$ cat config.mk
export PLATFORM = sky130hd
export DESIGN_NAME = combat_arbiter
export DESIGN_NICKNAME = d
export VERILOG_FILES = /design/src/rtl/combat_arbiter.sv
export SDC_FILE = /design/constraint.sdc
export NUM_CORES = 1
export LEC_CHECK = 0
export ABC_AREA = 1
export BUFFER_PORTS_ARGS = -buffer_cell sky130_fd_sc_hd__clkbuf_2
export CAP_MARGIN = 20
export CORE_MARGIN = 5
export CORE_UTILIZATION = 34
export DETAILED_ROUTE_END_ITERATION = 8
export GPL_ROUTABILITY_DRIVEN = 0
export GPL_TIMING_DRIVEN = 0
export PLACE_DENSITY = 0.57
export SETUP_SLACK_MARGIN = 0.02
export SYNTH_ARGS = -nofsm -noshare
export SYNTH_HDL_FRONTEND = slang
export SYNTH_SLANG_ARGS = --single-unit
$ cat constraint.sdc
create_clock -name clk_i -period 3.2 [get_ports clk_i]
set_input_delay 0.32 -clock clk_i [delete_from_list [all_inputs] [get_ports clk_i]]
set_output_delay 0.32 -clock clk_i [all_outputs]
set_load 0.01 [all_outputs]
$ cat src/rtl/combat_arbiter.sv
// combat_arbiter: sequences the damage events of one round between two players.
// Arbitrates attack requests, times each attack (windup, strike, recovery), turns a
// strike into a one-cycle hit/block pulse for the defender, runs the round timer and
// declares the winner.
//
// Ports
//   clk_i, rst_ni                 clock, asynchronous active-low reset
//   frame_tick_i                  one-cycle pulse per video frame (round timer)
//   start_i                       begins a round from IDLE or OVER
//   p1/p2_attack_i, p1/p2_guard_i player buttons (levels)
//   in_range_i                    players close enough to connect
//   p1/p2_health_i, p1/p2_death_i health_bar status
//   p1/p2_hit_o, p1/p2_block_o    one-cycle pulses to the health bars
//   attacker_o                    00 none, 01 P1, 10 P2
//   busy_o, round_active_o, round_over_o  state decode
//   winner_o                      00 none, 01 P1, 10 P2, 11 draw
//   time_left_o                   frame ticks remaining in the round
module combat_arbiter #(
    parameter int unsigned WINDUP_CYC   = 8,
    parameter int unsigned COOLDOWN_CYC = 16,
    parameter int unsigned ROUND_TICKS  = 5400,
    parameter int unsigned TIME_W       = 13
) (
    input  logic              clk_i,
    input  logic              rst_ni,
    input  logic              frame_tick_i,
    input  logic              start_i,
    input  logic              p1_attack_i,
    input  logic              p2_attack_i,
    input  logic              p1_guard_i,
    input  logic              p2_guard_i,
    input  logic              in_range_i,
    input  logic [7:0]        p1_health_i,
    input  logic [7:0]        p2_health_i,
    input  logic              p1_death_i,
    input  logic              p2_death_i,
    output logic              p1_hit_o,
    output logic              p1_block_o,
    output logic              p2_hit_o,
    output logic              p2_block_o,
    output logic [1:0]        attacker_o,
    output logic              busy_o,
    output logic              round_active_o,
    output logic              round_over_o,
    output logic [1:0]        winner_o,
    output logic [TIME_W-1:0] time_left_o
);

    localparam int unsigned CNT_MAX = (WINDUP_CYC > COOLDOWN_CYC) ? WINDUP_CYC : COOLDOWN_CYC;
    localparam int unsigned CNT_W   = $clog2(CNT_MAX + 1);

    typedef enum logic [2:0] {
        S_IDLE,
        S_FIGHT,
        S_WINDUP,
        S_STRIKE,
        S_RECOVER,
        S_OVER
    } state_e;

    state_e             state_q, state_d;
    logic [CNT_W-1:0]   cnt_q, cnt_d;
    logic [1:0]         attacker_q, attacker_d;
    logic [1:0]         winner_q, winner_d;
    logic [TIME_W-1:0]  time_left_q, time_left_d;
    logic               prio_q, prio_d;          // 0: P1 wins a tie, 1: P2
    logic               p1_prev_q, p2_prev_q;
    logic               p1_hit_q, p1_hit_d, p1_block_q, p1_block_d;
    logic               p2_hit_q, p2_hit_d, p2_block_q, p2_block_d;
    logic               busy_q, busy_d;
    logic               active_q, active_d;
    logic               over_q, over_d;
    logic               p1_req, p2_req, in_round;

    // State register and all registered outputs
    always_ff @(posedge clk_i or negedge rst_ni) begin
        if (!rst_ni) begin
            state_q     <= S_IDLE;
            cnt_q       <= '0;
            attacker_q  <= '0;
            winner_q    <= '0;
            time_left_q <= '0;
            prio_q      <= 1'b0;
            p1_prev_q   <= 1'b0;
            p2_prev_q   <= 1'b0;
            p1_hit_q    <= 1'b0;
            p1_block_q  <= 1'b0;
            p2_hit_q    <= 1'b0;
            p2_block_q  <= 1'b0;
            busy_q      <= 1'b0;
            active_q    <= 1'b0;
            over_q      <= 1'b0;
        end else begin
            state_q     <= state_d;
            cnt_q       <= cnt_d;
            attacker_q  <= attacker_d;
            winner_q    <= winner_d;
            time_left_q <= time_left_d;
            prio_q      <= prio_d;
            p1_prev_q   <= p1_attack_i;
            p2_prev_q   <= p2_attack_i;
            p1_hit_q    <= p1_hit_d;
            p1_block_q  <= p1_block_d;
            p2_hit_q    <= p2_hit_d;
            p2_block_q  <= p2_block_d;
            busy_q      <= busy_d;
            active_q    <= active_d;
            over_q      <= over_d;
        end
    end

    // Next-state, timer, arbitration and strike resolution
    always_comb begin
        state_d     = state_q;
        cnt_d       = cnt_q;
        attacker_d  = attacker_q;
        winner_d    = winner_q;
        time_left_d = time_left_q;
        prio_d      = prio_q;
        p1_hit_d    = 1'b0;
        p1_block_d  = 1'b0;
        p2_hit_d    = 1'b0;
        p2_block_d  = 1'b0;

        p1_req   = p1_attack_i & ~p1_prev_q;
        p2_req   = p2_attack_i & ~p2_prev_q;
        in_round = (state_q == S_FIGHT) || (state_q == S_WINDUP) ||
                   (state_q == S_STRIKE) || (state_q == S_RECOVER);

        if (in_round && frame_tick_i && (time_left_q != '0)) begin
            time_left_d = time_left_q - TIME_W'(1);
        end

        case (state_q)
            S_IDLE, S_OVER: begin
                if (start_i) begin
                    time_left_d = TIME_W'(ROUND_TICKS);
                    winner_d    = 2'b00;
                    prio_d      = 1'b0;
                    state_d     = S_FIGHT;
                end
            end
            S_FIGHT: begin
                if (p1_req || p2_req) begin
                    // Simultaneous requests go to the priority holder, which then yields
                    if (p1_req && p2_req) begin
                        attacker_d = prio_q ? 2'b10 : 2'b01;
                        prio_d     = ~prio_q;
                    end else begin
                        attacker_d = p1_req ? 2'b01 : 2'b10;
                    end
                    cnt_d   = CNT_W'(WINDUP_CYC - 1);
                    state_d = S_WINDUP;
                end
            end
            S_WINDUP: begin
                if (cnt_q == '0) begin
                    state_d = S_STRIKE;
                end else begin
                    cnt_d = cnt_q - CNT_W'(1);
                end
            end
            S_STRIKE: begin
                if (in_range_i) begin
                    if (attacker_q == 2'b01) begin
                        p2_block_d = p2_guard_i;
                        p2_hit_d   = ~p2_guard_i;
                    end else begin
                        p1_block_d = p1_guard_i;
                        p1_hit_d   = ~p1_guard_i;
                    end
                end
                cnt_d   = CNT_W'(COOLDOWN_CYC - 1);
                state_d = S_RECOVER;
            end
            S_RECOVER: begin
                if (cnt_q == '0) begin
                    attacker_d = 2'b00;
                    state_d    = S_FIGHT;
                end else begin
                    cnt_d = cnt_q - CNT_W'(1);
                end
            end
            default: begin
                state_d = S_IDLE;
            end
        endcase

        // Round end overrides everything else in the cycle, death before timer expiry
        if (in_round && (p1_death_i || p2_death_i || (time_left_q == '0))) begin
            if (p1_death_i && p2_death_i) begin
                winner_d = 2'b11;
            end else if (p1_death_i) begin
                winner_d = 2'b10;
            end else if (p2_death_i) begin
                winner_d = 2'b01;
            end else if (p1_health_i > p2_health_i) begin
                winner_d = 2'b01;
            end else if (p1_health_i < p2_health_i) begin
                winner_d = 2'b10;
            end else begin
                winner_d = 2'b11;
            end
            p1_hit_d   = 1'b0;
            p1_block_d = 1'b0;
            p2_hit_d   = 1'b0;
            p2_block_d = 1'b0;
            attacker_d = 2'b00;
            cnt_d      = '0;
            state_d    = S_OVER;
        end

        busy_d   = (state_d == S_WINDUP) || (state_d == S_STRIKE) || (state_d == S_RECOVER);
        active_d = busy_d || (state_d == S_FIGHT);
        over_d   = (state_d == S_OVER);
    end

    assign p1_hit_o       = p1_hit_q;
    assign p1_block_o     = p1_block_q;
    assign p2_hit_o       = p2_hit_q;
    assign p2_block_o     = p2_block_q;
    assign attacker_o     = attacker_q;
    assign busy_o         = busy_q;
    assign round_active_o = active_q;
    assign round_over_o   = over_q;
    assign winner_o       = winner_q;
    assign time_left_o    = time_left_q;

endmodule

==> results.ini <==
[run_status]
outcome=finished, final reports clean

[global_routing]
antenna_found_initial=0
grt_pass1_vias=1882
grt_first_pass_wirelength_um=8410
grt_max_degree=36
overflow=0
groute.usage.overall=0.124

[sta]
fin_crit_sh=0.546
fin_ws_ns=1.45
period_minus_slack_ns=1.75
rsz0062_at_grt=false
maxSlewHeadroom=0.397
finalHoldViolations=0
setup_viol=0
fin_worst_skew_ns=0.00340
slew_violations=0
holdWs_ns=0.148
tightest_slew_ns=0.905
clock.fmax_mhz=573
tns_ns=0

[die]
dieArea_sq_um=8110
ios=51
fp.coreArea_sq_um=6280
rows=29
die_h_um=90.1
initial_core_util=0.347
dieWidth_um=90.1

[placement]
hpwlAfterDp_um=3820
portBuffers=50
dp_slack_ns=1.45
dp_cells=420

[synth]
synth.area.top_cells=dfrtp_1, nand2_1, inv_1
synth_top_area_frac=0.402
synth_seq_area_share=0.402
synth-seq-cells=35
synth_cells=293
synth_nets=331
ys_warn_count=0
avgSynthCellArea_sq_um=7.44
syn_area_sq_um=2180
synth_cell_types=27
yosysTopAreaCell=dfrtp_1

[critical_path]
rr_endpoint=attacker_o[1]
worst-setup-path-type=reg -> reg
crit_fanout=7
regToRegStartpoint=time_left_o[0]
startpoint_type=flop
required_ns=3.36
reg2reg_slack_ns=1.45
ff2ff_path_depth=9
setup.worst_path.end_class=flop
arrival_ns=1.91

[drt]
drt-pass1-iter-count=4
viasPerCell=4.55
wl_per_cell_um=11.3
ant_nets=0
drc=0
via_count=1946
first_iter_violations=55
wl_um=4820

[clocking]
clock_latency_ns=0.29
cts_resized=0
clockRootBuffer=clkbuf_8
cts_setup_buffers=0
clock_sinks=35
cts_hold_buf=0
path_clk_slew_ns=0.07
cts_made_buffers=5
clock_path_buffers=2
htreeDepth=2
cts_tree=yes

[pwr]
power_leakage_uw=0.00145
vdd_drop_max_uv=400
power_density_nw_per_um2=855

[finish]
drive_above_1_share=0.234
diodes=0
fin_nets=388
area_growth_pct=19.7
final_cells=428

[min_path]
hold_path.class=in -> async

[run]
drv_cap=0

==> sequential cells by signal, summed over array words and instances, names as in the netlist, 2 cells and up <==
register,count
attacker_o,2
cnt_q,5
state_q,3
time_left_o,13
winner_o,2
==> where the power goes <==
group | switching [uW] | leakage, uW | total (uW) | internal [uW]
Sequential | 140 | 0.000431 | 743 | 603
Combinational | 745 | 0.000971 | 1180 | 431
Clock | 163 | 0.0000477 | 312 | 149
Total | 1050 | 0.00145 | 2230 | 1180
==> cells in the mapped netlist <==
cell type and n:
nand2_1 76, inv_1 41, dfrtp_1 35, nor2_1 35, nand3_1 23, o21ai_0 14, ha_1 11, a21oi_1 10
nor3_1 6, xor2_1 6, inv_2 4, nand2_2 4, nand2_4 4, nor2_2 4, buf_6 3, a21oi_2 2
nand3_2 2, nand3b_1 2, nand4_1 2, o211ai_1 2, nor2_4 1, nor3b_1 1, nor4_1 1, o21a_1 1
o21ai_1 1, o21bai_1 1, xnor2_1 1
==> critical path, cell delays in order, from the launching register on <==
cell and delay (ns):
dfrtp_1 0.38, inv_1 0.13, ha_1 0.28, nand2_2 0.12
nor2_4 0.17, nand2_2 0.08, nand2_2 0.08, nand2_4 0.08
inv_1 0.21, a21oi_1 0.08
==> cell families after synthesis <==
kind of cell,share of synthesized area
buffers and inverters,0.0930
xor gates and xnor gates,0.0281
AOI/OAI and AO/OA,0.0792
DFF,0.402
and+or+nand+nor,0.335
adders and majority gates,0.0631
==> cells in the final DEF (no fill, tap or decap), types with 3 or more instances in the layout <==
master / count
nand3_1: 23
nand2_1: 76
inv_1: 41
dfrtp_1: 35
buf_6: 3
a21oi_1: 10
nor3_1: 6
ha_1: 11
nor2_1: 35
nor2_2: 4
nand2_2: 4
clkbuf_8: 5
o21ai_0: 14
clkbuf_2: 50
inv_2: 4
nand2_4: 4
clkinv_2: 3
xor2_1: 6
==> metrics by stage <==
step / cell area [sq um] / total power [uW] / util
floorplan: 2180 / 1600 / -
CTS: 2610 / 2270 / 0.416
global route: 2610 / 2470 / 0.416
finish: 2610 / 2230 / 0.416
detailed placement: 2530 / 1950 / 0.402
global placement: 2530 / 1930 / 0.402
==> cell type report <==
type	instances	area (sq um)
fillers	664	3670
clock buffers	5	68.8
repair buffers	50	250
plain buffers	3	33.8
inverters	45	169
flip-flops and latches	35	876
multi-input cells	210	1100
clock inverters	3	15.0
well taps	77	96.3
==> per-layer routing <==
layer | vias up | part of all wire | routed length (um) | track usage
met5 | - | 0 | 0 | 0
met3 | 6 | 0.039 | 186 | 0.0342
met1 | 873 | 0.45 | 2170 | 0.150
li1 | 1041 | - | - | -
met4 | 0 | 0.012 | 59 | 0.0397
met2 | 26 | 0.50 | 2410 | 0.212
==> worst max-delay path by stage <==
stage,start,end,slack (ns),cells past startpoint
after global placement,time_left_o[0],p1_hit_o,1.45,9
after detailed placement,time_left_o[0],p1_hit_o,1.45,9
final,time_left_o[0],attacker_o[1],1.45,9
after CTS,time_left_o[0],attacker_o[1],1.43,9
after global routing,time_left_o[0],winner_o[0],1.22,10
after floorplan,time_left_o[0],round_active_o,1.61,10
Power figures use the tool's default switching activity.
